==> src/rtl/sram_stream_reader_pkg.sv <==
// rtl/sram_stream_reader_pkg.sv - shared state encodings and buffer depth for the SRAM stream reader
package sram_stream_reader_pkg;

   typedef enum logic [1:0] {
      S_IDLE  = 2'd0,
      S_RUN   = 2'd1,
      S_DRAIN = 2'd2
   } state_t;

   // Two slots: one word being presented plus one returning from the SRAM
   localparam int BUF_DEPTH = 2;
   localparam int BUF_PTR_W = $clog2(BUF_DEPTH);

endpackage

==> src/rtl/sram_stream_buf.sv <==
// rtl/sram_stream_buf.sv - 2-entry synchronous FIFO holding returned SRAM words, with flush
module sram_stream_buf
   import sram_stream_reader_pkg::*;
#(
   parameter int WIDTH = 32
) (
   input  logic             clk,
   input  logic             rst,
   input  logic             push,
   input  logic [WIDTH-1:0] push_data,
   input  logic             pop,
   input  logic             flush,
   output logic [WIDTH-1:0] head_data,
   output logic             head_valid,
   output logic [1:0]       occupancy
);

   logic [WIDTH-1:0]     mem [BUF_DEPTH];
   logic [BUF_PTR_W-1:0] wr_ptr;
   logic [BUF_PTR_W-1:0] rd_ptr;
   logic [1:0]           count;

   // Storage and pointers; flush drops everything including a same-cycle push
   always_ff @(posedge clk or posedge rst) begin
      if (rst) begin
         for (int i = 0; i < BUF_DEPTH; i++) begin
            mem[i] <= '0;
         end
         wr_ptr <= '0;
         rd_ptr <= '0;
         count  <= '0;
      end else if (flush) begin
         wr_ptr <= '0;
         rd_ptr <= '0;
         count  <= '0;
      end else begin
         if (push) begin
            mem[wr_ptr] <= push_data;
            wr_ptr      <= wr_ptr + BUF_PTR_W'(1);
         end
         if (pop) begin
            rd_ptr <= rd_ptr + BUF_PTR_W'(1);
         end
         count <= count + {1'b0, push} - {1'b0, pop};
      end
   end

   assign head_data  = mem[rd_ptr];
   assign head_valid = (count != 2'd0);
   assign occupancy  = count;

endmodule

==> src/rtl/sram_stream_reader.sv <==
// rtl/sram_stream_reader.sv - streams len words from a sync-read SRAM onto a valid/ready stream (option: SRAM_STREAM_READER_LOOP_EN)
module sram_stream_reader
   import sram_stream_reader_pkg::*;
#(
   parameter int WIDTH      = 32,
   parameter int ADDR_WIDTH = 11
) (
   input  logic                  clk,
   input  logic                  rst,
   input  logic                  start,
`ifdef SRAM_STREAM_READER_LOOP_EN
   input  logic                  loop,
`endif
   input  logic [ADDR_WIDTH-1:0] start_addr,
   input  logic [ADDR_WIDTH:0]   len,
   input  logic                  abort,
   output logic                  busy,
   output logic                  done,
   output logic                  sram_ren,
   output logic [ADDR_WIDTH-1:0] sram_addr,
   input  logic [WIDTH-1:0]      sram_rdata,
   output logic [WIDTH-1:0]      out_data,
   output logic                  out_valid,
   input  logic                  out_ready
);

   state_t                state;
   logic [ADDR_WIDTH-1:0] cur_addr;
   logic [ADDR_WIDTH:0]   remaining;
   logic                  inflight;
   logic [1:0]            occ;
   logic                  pop;
   logic [2:0]            level;

`ifdef SRAM_STREAM_READER_LOOP_EN
   logic                  loop_q;
   logic [ADDR_WIDTH-1:0] base_addr;
   logic [ADDR_WIDTH:0]   len_q;
`endif

   assign pop = out_valid && out_ready;

   // Slots committed after this edge; a read may issue only if its data is guaranteed a slot
   assign level     = {1'b0, occ} + {2'b00, inflight} - {2'b00, pop};
   assign sram_ren  = (state == S_RUN) && (level < 3'd2);
   assign sram_addr = cur_addr;
   assign busy      = (state != S_IDLE);

   sram_stream_buf #(
      .WIDTH(WIDTH)
   ) u_buf (
      .clk       (clk),
      .rst       (rst),
      .push      (inflight),
      .push_data (sram_rdata),
      .pop       (pop),
      .flush     (abort),
      .head_data (out_data),
      .head_valid(out_valid),
      .occupancy (occ)
   );

   // Transfer FSM with address/count bookkeeping and the one-deep in-flight tracker
   always_ff @(posedge clk or posedge rst) begin
      if (rst) begin
         state     <= S_IDLE;
         cur_addr  <= '0;
         remaining <= '0;
         inflight  <= 1'b0;
         done      <= 1'b0;
`ifdef SRAM_STREAM_READER_LOOP_EN
         loop_q    <= 1'b0;
         base_addr <= '0;
         len_q     <= '0;
`endif
      end else begin
         done     <= 1'b0;
         inflight <= sram_ren;
         if (abort) begin
            state    <= S_IDLE;
            inflight <= 1'b0;
         end else begin
            case (state)
               S_IDLE: begin
                  if (start) begin
                     if (len == '0) begin
                        done <= 1'b1;
                     end else begin
                        state     <= S_RUN;
                        cur_addr  <= start_addr;
                        remaining <= len;
`ifdef SRAM_STREAM_READER_LOOP_EN
                        loop_q    <= loop;
                        base_addr <= start_addr;
                        len_q     <= len;
`endif
                     end
                  end
               end
               S_RUN: begin
                  if (sram_ren) begin
                     cur_addr  <= cur_addr + ADDR_WIDTH'(1);
                     remaining <= remaining - (ADDR_WIDTH+1)'(1);
                     if (remaining == (ADDR_WIDTH+1)'(1)) begin
`ifdef SRAM_STREAM_READER_LOOP_EN
                        if (loop_q) begin
                           cur_addr  <= base_addr;
                           remaining <= len_q;
                        end else begin
                           state <= S_DRAIN;
                        end
`else
                        state <= S_DRAIN;
`endif
                     end
                  end
               end
               S_DRAIN: begin
                  if (pop && (occ == 2'd1) && !inflight) begin
                     state <= S_IDLE;
                     done  <= 1'b1;
                  end
               end
               default: state <= S_IDLE;
            endcase
         end
      end
   end

endmodule

==> config.mk <==
export PLATFORM = sky130hd
export DESIGN_NAME = sram_stream_reader
export DESIGN_NICKNAME = d
export VERILOG_FILES = /design/src/rtl/sram_stream_reader_pkg.sv /design/src/rtl/sram_stream_buf.sv /design/src/rtl/sram_stream_reader.sv
export SDC_FILE = /design/constraint.sdc
export NUM_CORES = 1
export LEC_CHECK = 0
export ABC_CLOCK_PERIOD_IN_PS = 4500
export CAP_MARGIN = 20
export CORE_MARGIN = 2
export CORE_UTILIZATION = 51
export CTS_CLUSTER_DIAMETER = 100
export DETAILED_ROUTE_END_ITERATION = 7
export PLACE_DENSITY = 0.82
export SLEW_MARGIN = 20
export SYNTH_ARGS = -nofsm -noshare
export SYNTH_HDL_FRONTEND = slang
export SYNTH_SLANG_ARGS = --single-unit
==> constraint.sdc <==
create_clock -name clk -period 4.5 [get_ports clk]
set_input_delay 1.35 -clock clk [delete_from_list [all_inputs] [get_ports clk]]
set_output_delay 1.35 -clock clk [all_outputs]
set_load 0.01 [all_outputs]
==> qor.yml, run 1 <==
status:
  status: "complete, no violations"
synth:
  ys_types: 53
  synth-async-reset-ratio_pct: 100
  synthesis.area_um2: 4740
  ys_ff_latch: 95
  synth_area_per_cell_um2: 12.3
  synth_ff_type: "dfrtp_1"
  yosysWarnings: 0
  syn_inst: 386
  ys_seq_area_share_pct: 50.2
  synth_edf_count: 0
  syn_nets: 451
floorplanning:
  die_w_um: 100
  die_h_um: 100
  std_cell_rows: 35
  start_util_pct: 52.0
  die-area_um2: 10100
  core_area_um2: 9110
  io_pins: 107
global_routing:
  grt_pass1_wl_um: 17100
  grt_max_degree: 44
  grt_pass1_vias: 3547
  grtUsageMet3_pct: 3.13
  overflow: 0
  grt_use_met2_pct: 36.0
  grt_antenna_before_repair: 0
  grt-busiest-layer: "met2"
  grt_util_met1_pct: 28.8
  grtUsageTotal_pct: 21.5
power:
  ir_drop_mv: 0.281
  p_per_area_nw_per_um2: 557
  power_mw: 3.42
  switchingPower_mw: 1.14
  power.leakage_nw: 2.59
  power_frac_seq_pct: 42.0
  power_frac_comb_pct: 42.5
  p_int_mw: 2.27
  clockPowerShare_pct: 15.5
  sw_frac_of_total_pct: 33.5
placement:
  port_buffers: 106
  place_ws_ps: -474
  detailed_place_hpwl_um: 7440
  finalWeightedCongestion: 0.871
timing:
  finalMaxSlewViolations: 0
  fin_skew_ps: 15.0
  hold-worst-slack_ps: 508
  max_freq_mhz: 230
  relSlewSlack_pct: 28.1
  period_share_pct: 96.5
  tightestPinTransition_ps: 1060
  hold_violations: 0
  setup-tns-final_ps: 0
  setup_violations: 0
  period_needed_ps: 4340
  rsz0062_at_grt: "false"
  fin_ws_ps: 158
routing:
  drt_pass1_iterations: 4
  drtAntennaViolNets: 0
  route.vias.total: 3580
  initialDrtViolationCount: 106
  via_per_inst: 5.88
  drcViolationCount: 0
  routedWlPerCell_um: 17.3
  drt-total-wl_um: 10600
clock_tree:
  cts_tree: "yes"
  cts_htree_levels: 3
  root_buffer: "clkbuf_8"
  cts_buffer_depth: 2
  hold_buffers: 0
  cts.clk_slew.worst_paths_ps: 90
  insertion_delay_ps: 360
  cts.sinks: 95
  cts_buffers: 9
final_layout:
  n_fill_cell: 692
  layout-drive-gt1-share_pct: 30.3
  diodes: 0
  syn_to_final_growth_pct: 29.3
  finalNetCount: 558
critical_path:
  critical_path_class: "in2out"
  crit_path_max_fanout: 4
  r2r_slack_ps: 1760
  timing.rr.end: "sram_addr[0]"
  r2r_cells: 11
  cp.arrival_ps: 2990
  r2r_start: "u_buf.occupancy[1]"
  critical_path_required_ps: 3150
  cp-end-kind: "primary output"
  worstSetupStartpointType: "primary input"
hold_path:
  hold_depth: 1
  hold_path_end: "u_buf.mem[19]"
  hold_class: "reg2reg"
  min_from: "u_buf.mem[19]"
flow_run:
  drv_cap: 0
-- sequential cells by signal, summed over array words and instances (netlist names) --
signal / count
u_buf.mem: 64
remaining: 12
sram_addr: 11
state: 2
u_buf.occupancy: 2
done: 1
inflight: 1
u_buf.rd_ptr: 1
u_buf.wr_ptr: 1
-- kinds of logic after synthesis --
kind of cell,Yosys count,synth area share [%]
compound gates,70,11.2
xor+xnor,3,0.554
fa+ha+maj,5,1.48
buf+inv,29,2.98
flops,95,50.2
mux,99,23.4
simple gates,85,10.1
-- synth_stat cells (6+ instances only) --
cell	number	share of area, %
nor3_1	13	1.4
dfrtp_1	95	50
clkbuf_1	19	1.5
nor2_1	20	1.6
nand3_1	6	0.63
a21oi_1	8	0.84
nand2_1	13	1.0
a2bb2oi_1	10	1.8
o31ai_1	7	1.1
o22ai_1	6	0.79
a211oi_1	7	1.1
o21ai_2	8	1.5
mux2_2	96	23
-- how the worst max path moves through the flow --
stage / start / to / slack, ps / cells after the start
CTS: out_ready / sram_ren / 140 / 10
floorplan: out_ready / sram_ren / 540 / 8
finish: out_ready / sram_ren / 160 / 9
detailed placement: out_ready / sram_ren / -470 / 10
global route: out_ready / sram_ren / 20 / 10
global placement: out_ready / sram_ren / -410 / 10
-- layout by cell type (no fill, tap or decap), types with 3 or more instances in the layout --
cell,Yosys,routed
o21ai_0,4,4
a2bb2oi_1,10,10
a32oi_1,3,3
a41oi_1,3,3
buf_4,0,14
mux2_2,96,96
nand2_1,13,13
nor3_1,13,13
ha_1,4,4
a22oi_1,3,3
nor2_1,20,20
nor4_1,3,3
nand3_1,6,6
clkdlybuf4s50_1,0,104
o21ai_2,8,8
dfrtp_1,95,95
o22ai_1,6,6
a211oi_1,7,7
nand3b_1,4,4
o31ai_1,7,7
mux2i_1,3,3
a21oi_1,8,8
inv_1,5,4
clkbuf_8,0,9
nor4b_1,4,4
inv_6,0,3
-- layer usage --
layer / vias up / share of wire [%]
li1: 1660 / -
met1: 1774 / 45
met2: 136 / 49
met3: 10 / 5.5
met4: 0 / 0.94
met5: - / 0
-- stage by stage --
| stage | instance area, um^2 | std cells | utilization [%] |
|---|---|---|---|
| 6_report | 6130 | 609 | 67.3 |
| 5_1_grt | 6130 | 609 | 67.3 |
| 4_1_cts | 6130 | 609 | 67.3 |
| 3_5_place_dp | 5930 | 593 | 65.1 |
| 3_3_place_gp | 5930 | 593 | 65.1 |
| 2_1_floorplan | 4740 | 386 | - |
-- power groups by stage --
stage          registers, mW  logic (mW)  clock network, mW
6_report                1.43        1.45              0.529
5_1_grt                 1.49        1.58              0.584
4_1_cts                 1.43        1.47              0.547
3_5_place_dp            1.45        1.46                  0
3_3_place_gp            1.42        1.43                  0
2_1_floorplan           1.40       0.854                  0
-- critical path: stages --
cell and delay (ps):
dlygate4sd2_1 250, nand2_1 90, mux2i_1 140, ha_1 160, inv_1 50, fa_2 540, nand2_1 70, nor2_1 110
clkdlybuf4s15_2 230
-- repair_timing --
| item | in CTS | in global routing |
|---|---|---|
| resized for setup | 6 | 0 |
| setup endpoints to repair | 1 | 1 |
| pin swaps | 1 | 1 |
| buffers inserted | 0 | 0 |
-- cell type report --
| class | instances | area [um^2] | share of cell area, % |
|---|---|---|---|
| inverter | 5 | 20.0 | 0.327 |
| timing repair buffer | 120 | 1170 | 19.0 |
| clock inverter | 7 | 63.8 | 1.04 |
| tap | 111 | 139 | 2.27 |
| multi-input combinational | 262 | 2240 | 36.5 |
| clock buffer | 9 | 124 | 2.02 |
| sequential | 95 | 2380 | 38.8 |
No activity file was read; power rests on OpenSTA's default activity.
==> run 2, diff against run 1 <==
--- a/config.mk
+++ b/config.mk
@@ -7,7 +7,8 @@
 export LEC_CHECK = 0
 export ABC_CLOCK_PERIOD_IN_PS = 4500
 export CAP_MARGIN = 20
-export CORE_MARGIN = 2
+export CORE_ASPECT_RATIO = 0.5
+export CORE_MARGIN = 3
 export CORE_UTILIZATION = 51
 export CTS_CLUSTER_DIAMETER = 100
 export DETAILED_ROUTE_END_ITERATION = 7
==> qor.yml, run 2 (synthesized netlist as in run 1, its figures left out) <==
status:
  status: "complete, no violations"
final_layout:
  design_area_um2: 6320  # +3.2%
  top_register: "u_buf.mem"
  layout-drive-gt1-share_pct: 30.7  # +0.42 points
  diodes: 0  # unchanged
  final_common_cell: "clkdlybuf4s50_1"
  largest_register_ffs: 64  # unchanged
  layout_common_cells: "104 x clkdlybuf4s50_1, 96 x mux2_2, 95 x dfrtp_1, 20 x nor2_1, 15 x buf_4"
  syn_to_final_growth_pct: 33.4
  finalNetCount: 561  # +0.54%
  final_cells: 618  # +1.5%
timing:
  hold-worst-slack_ps: 502  # -6.00 ps
  setup_violations: 0  # unchanged
  hold_violations: 0  # unchanged
  fin_ws_ps: 136  # -22.3 ps
  period_share_pct: 97.0  # +0.50 points
  finalMaxSlewViolations: 0  # unchanged
  fin_skew_ps: 8.25  # -6.77 ps
  tightestPinTransition_ps: 733  # -331 ps
  setup-tns-final_ps: 0  # unchanged
  rsz0062_at_grt: "false"
  max_freq_mhz: 229  # -0.51%
  relSlewSlack_pct: 50.7  # +23 points
  period_needed_ps: 4360  # +22.3 ps
routing:
  via_per_inst: 5.65  # -3.9%
  route.vias.total: 3492  # -2.5%
  drtAntennaViolNets: 0  # unchanged
  drt_pass1_iterations: 4  # unchanged
  drcViolationCount: 0  # unchanged
  routedWlPerCell_um: 16.7  # -3.5%
  initialDrtViolationCount: 192  # +81%
  drt-total-wl_um: 10300  # -2.1%
global_routing:
  grt_antenna_before_repair: 0  # unchanged
  grt_pass1_vias: 3435  # -3.2%
  grt_max_degree: 71  # +61%
  grt_pass1_wl_um: 16700  # -2.7%
  grtUsageTotal_pct: 19.9  # -1.6 points
  overflow: 0  # unchanged
power:
  power.leakage_nw: 2.67  # +3.3%
  p_per_area_nw_per_um2: 588  # +5.4%
  clockPowerShare_pct: 22.0  # +6.5 points
  sw_frac_of_total_pct: 31.0  # -2.4 points
  power_frac_seq_pct: 38.9  # -3.1 points
  switchingPower_mw: 1.15  # +0.92%
  power_frac_comb_pct: 39.1  # -3.4 points
  ir_drop_mv: 0.332  # +18%
  p_int_mw: 2.56  # +13%
clock_tree:
  root_buffer: "clkbuf_16"
  cts.clk_slew.worst_paths_ps: 60  # -30 ps
  cts_buffer_depth: 2  # unchanged
  cts.sinks: 95  # unchanged
  hold_buffers: 0  # unchanged
  cts_tree: "yes"
  insertion_delay_ps: 340  # -20 ps
  cts_htree_levels: 3  # unchanged
  cts_buffers: 9  # unchanged
flow_run:
  drv_cap: 0  # unchanged
critical_path:
  crit_path_max_fanout: 4  # unchanged
  cp.arrival_ps: 3010  # +20 ps
  cp-end-kind: "primary output"
  critical_path_required_ps: 3150  # about the same
  critical_path_class: "in2out"
  worstSetupStartpointType: "primary input"
hold_path:
  hold_class: "reg2reg"
placement:
  place_ws_ps: -468  # +5.65 ps
  port_buffers: 106  # unchanged
  detailed_place_hpwl_um: 6800  # -8.7%
  dp.cells: 597  # +0.67%
  finalWeightedCongestion: 0.793  # -9.0%
  place_area_um2: 5950  # +0.30%
floorplanning:
  start_util_pct: 53.5  # +1.5 points
  io_pins: 107  # unchanged
  std_cell_rows: 24  # -31%
  die_h_um: 74.2  # -26%
  core_area_um2: 8860  # -2.7%
  die-area_um2: 10600  # +4.7%
  die_w_um: 142  # +42%
==> run 2: cell types whose count changed in the layout (fill, tap and decap cells not counted) <==
cell,change
buf_12,+2
buf_4,+1
bufinv_16,+2
clkbuf_1,+1
clkbuf_16,+9
clkbuf_8,-9
clkinv_8,-1
clkinvlp_4,-1
inv_6,-1
nor4b_1,-1
nor4b_2,+1
==> run 2: area by class of cell <==
| class | instances | area (um^2) |
|---|---|---|
| fillers | 649 | 2540 |
| flip-flops and latches | 95 | 2380 |
| multi-input cells | 262 | 2240 |
| repair buffers | 123 | 1210 |
| clock buffers | 10 | 229 |
| well taps | 117 | 146 |
| clock inverters | 6 | 91.3 |
| inverters | 5 | 20.0 |
==> run 2: timing repair <==
item / 4_1_cts / 5_1_grt
cloned: 0 / 0
setup buffers: 5 / 0
endpoints found under the setup margin: 1 / 1
resized for setup: 4 / 2
pin swaps: 1 / 1
==> run 2: final timing paths <==
check	slack, ps	cells past startpoint	start	endpoint
worst max-delay path	140	9	out_ready	sram_ren
worst min-delay path	500	1	u_buf.mem[45]	u_buf.mem[45]
worst max register to register	1300	16	u_buf.occupancy[1]	remaining[0]
worst min register to register	500	1	u_buf.mem[45]	u_buf.mem[45]
max in group asynchronous	2460	3	rst	u_buf.mem[51]
min in group asynchronous	1330	2	rst	sram_addr[10]
==> run 2: stage by stage <==
stage	utilization (%)	total power, mW
floorplan	-	2.26
global route	71.4	3.94
CTS	71.2	3.74
finish	71.4	3.72
global placement	67.1	2.86
detailed placement	67.1	2.91
==> run 2: critical path: stages <==
cell and delay, ps:
dlygate4sd2_1 260, nand2_1 80, mux2i_1 160, ha_1 180, inv_1 60, fa_2 530, nand2_1 70, nor2_1 100
clkdlybuf4s15_2 230
==> run 2: power by group through the flow <==
stage                     combinational (mW)  sequential (mW)  clock [mW]
after global placement                  1.43             1.43           0
after CTS                               1.47             1.44       0.835
after detailed placement                1.45             1.45           0
final                                   1.45             1.44       0.818
after global routing                    1.57             1.49       0.875
after floorplan                        0.854             1.40           0
==> run 2: routing by layer <==
layer	up-vias	global-route usage (%)	share of wire (%)
met5	-	0	0
met4	0	6.22	0.98
met3	11	4.88	5.4
met2	96	34.3	49
met1	1721	25.4	44
li1	1664	-	-
==> run 3, diff against run 2 <==
--- a/config.mk
+++ b/config.mk
@@ -8,7 +8,7 @@
 export ABC_CLOCK_PERIOD_IN_PS = 4500
 export CAP_MARGIN = 20
 export CORE_ASPECT_RATIO = 0.5
-export CORE_MARGIN = 3
+export CORE_MARGIN = 2
 export CORE_UTILIZATION = 51
 export CTS_CLUSTER_DIAMETER = 100
 export DETAILED_ROUTE_END_ITERATION = 7
==> qor.yml, run 3 (synthesized netlist as in run 1, its figures left out) <==
final_layout:
  seq_area_um2: 2380  # unchanged
  diodes: 0  # unchanged
  multi_input_comb_area_um2: 2240  # -0.28%
  top_register: "u_buf.mem"
  layout_common_cells: "104 x clkdlybuf4s50_1, 96 x mux2_2, 95 x dfrtp_1, 20 x nor2_1, 16 x buf_4"
  largest_register_ffs: 64  # unchanged
  finalNetCount: 561  # unchanged
  fin_util_pct: 70.9  # -0.51 points
  layout-drive-gt1-share_pct: 30.6  # -0.14 points
  n_fill_cell: 662  # +2.0%
  final_common_cell: "clkdlybuf4s50_1"
  syn_to_final_growth_pct: 32.4
critical_path:
  critical_path.most_common_cell: "nand2_1"
  slowest_delay_ps: 350  # -180 ps
  cp.arrival_ps: 2980  # -30 ps
  critical_path_required_ps: 3150  # about the same
  cp-end-kind: "primary output"
  slowest_stage: "fa_2"
  worstSetupStartpointType: "primary input"
  r2r_start: "u_buf.occupancy[1]"
  cpLargestDelayFamily: "buffers and inverters"
  crit_path_max_fanout: 4  # unchanged
  cp.buffers_inverters: 3  # unchanged
  crit_chain: "dlygate4sd2_1 -> nand2_1 -> mux2i_1 -> ha_1 -> inv_1 -> fa_2 -> xnor2_2 -> nand2_1 -> nor2_1 -> clkdlybuf4s15_2"
  critical_path_class: "in2out"
  cp-startpoint: "out_ready"
global_routing:
  grt_pass1_wl_um: 17200  # +3.3%
  grt_max_degree: 41  # -42%
  overflow: 0  # unchanged
  grt_pass1_vias: 3530  # +2.8%
  grtUsageTotal_pct: 21.4  # +1.5 points
  grt_antenna_before_repair: 0  # unchanged
floorplanning:
  core_area_um2: 8860  # unchanged
  std_cell_rows: 24  # unchanged
  io_pins: 107  # unchanged
  die-area_um2: 10100  # -4.1%
  die_h_um: 72.2  # -2.7%
  start_util_pct: 53.5  # unchanged
  die_w_um: 140  # -1.4%
placement:
  port_buffers: 106  # unchanged
  finalWeightedCongestion: 0.841  # +6.0%
  detailed_place_hpwl_um: 6900  # +1.5%
timing:
  setup_violations: 0  # unchanged
  finalMaxSlewViolations: 0  # unchanged
  period_needed_ps: 4330  # -38.9 ps
  relSlewSlack_pct: 38.0  # -13 points
  max_freq_mhz: 231  # +0.90%
  period_share_pct: 96.1  # -0.86 points
  tightestPinTransition_ps: 918  # +184 ps
  fin_skew_ps: 8.96  # +0.719 ps
  hold_violations: 0  # unchanged
  rsz0062_at_grt: "false"
routing:
  drt_pass1_iterations: 4  # unchanged
  drtAntennaViolNets: 0  # unchanged
  routedWlPerCell_um: 16.6  # -1.0%
  drt-total-wl_um: 10200  # -1.2%
  drcViolationCount: 0  # unchanged
  initialDrtViolationCount: 185  # -3.6%
  via_per_inst: 5.65  # about the same
  route.vias.total: 3485  # -0.20%
clock_tree:
  cts_buffer_depth: 2  # unchanged
  hold_buffers: 0  # unchanged
  cts.clk_slew.worst_paths_ps: 60  # about the same
  insertion_delay_ps: 340  # about the same
  cts_tree: "yes"
  cts_buffers: 9  # unchanged
  cts_htree_levels: 3  # unchanged
  root_buffer: "clkbuf_16"
  cts.sinks: 95  # unchanged
power:
  p_per_area_nw_per_um2: 580  # -1.3%
  switchingPower_mw: 1.14  # -1.3%
  ir_drop_mv: 0.272  # -18%
  sw_frac_of_total_pct: 31.3  # +0.21 points
  power_frac_seq_pct: 39.5  # +0.6 points
  p_int_mw: 2.50  # -2.3%
  power_mw: 3.64  # -2.0%
  clockPowerShare_pct: 20.7  # -1.3 points
  power.leakage_nw: 2.65  # -0.66%
  power_frac_comb_pct: 39.8  # +0.7 points
hold_path:
  hold_class: "reg2reg"
  min_from: "u_buf.mem[20]"
status:
  status: "complete, no violations"
flow_run:
  drv_cap: 0  # unchanged
[run 3: cell count changes in the layout (fill, tap and decap cells not counted)]
cell and delta:
buf_12 -1, buf_4 +1, bufinv_16 -1, clkbuf_1 -1, clkinvlp_4 +1, nor4b_1 +1
nor4b_2 -1
[run 3: layout make-up]
class	count	area share, %
inverter	5	0.319
sequential	95	37.9
multi-input combinational	262	35.7
tap	117	2.33
timing repair buffer	123	19.1
clock buffer	9	3.59
clock inverter	6	1.10
[run 3: path summary, 6_finish.rpt]
| check | to | slack (ps) | cells past startpoint |
|---|---|---|---|
| worst min-delay path | u_buf.mem[20] | 500 | 1 |
| worst min register to register | u_buf.mem[20] | 500 | 1 |
| min in group asynchronous | u_buf.mem[43] | 1400 | 2 |
| worst max register to register | remaining[1] | 1720 | 12 |
| max in group asynchronous | u_buf.occupancy[0] | 2270 | 3 |
| worst max-delay path | sram_ren | 170 | 10 |
[run 3: repair_timing]
action / 4_1_cts / 5_1_grt
gates resized for setup: 6 / 0
setup endpoints to repair: 1 / 1
pin swaps: 0 / 1
buffers inserted: 0 / 1
[run 3: layer usage]
metal,up-vias,global-route usage [%],part of all wire [%]
met5,-,0,0
met4,0,5.16,0.74
met3,6,4.82,3.3
met2,67,37.6,51
met1,1749,27.5,45
li1,1663,-,-
[run 3: power groups by stage]
stage          combinational [mW]  clock (mW)  sequential (mW)
2_1_floorplan               0.854           0             1.40
3_3_place_gp                 1.43           0             1.43
3_5_place_dp                 1.46           0             1.45
4_1_cts                      1.47       0.776             1.43
5_1_grt                      1.57       0.811             1.49
6_report                     1.45       0.754             1.44
[run 3: stage by stage]
| step | setup WS (ps) | instances | instance area (um^2) | hold WS [ps] | TNS (ps) |
|---|---|---|---|---|---|
| finish | 175 | 617 | 6280 | 503 | 0 |
| global placement | -408 | 601 | 5970 | 481 | -408 |
| floorplan | 544 | 386 | 4740 | 472 | 0 |
| CTS | 173 | 616 | 6270 | 507 | 0 |
| detailed placement | -454 | 601 | 5970 | 489 | -454 |
| global route | 0.242 | 617 | 6280 | 512 | 0 |
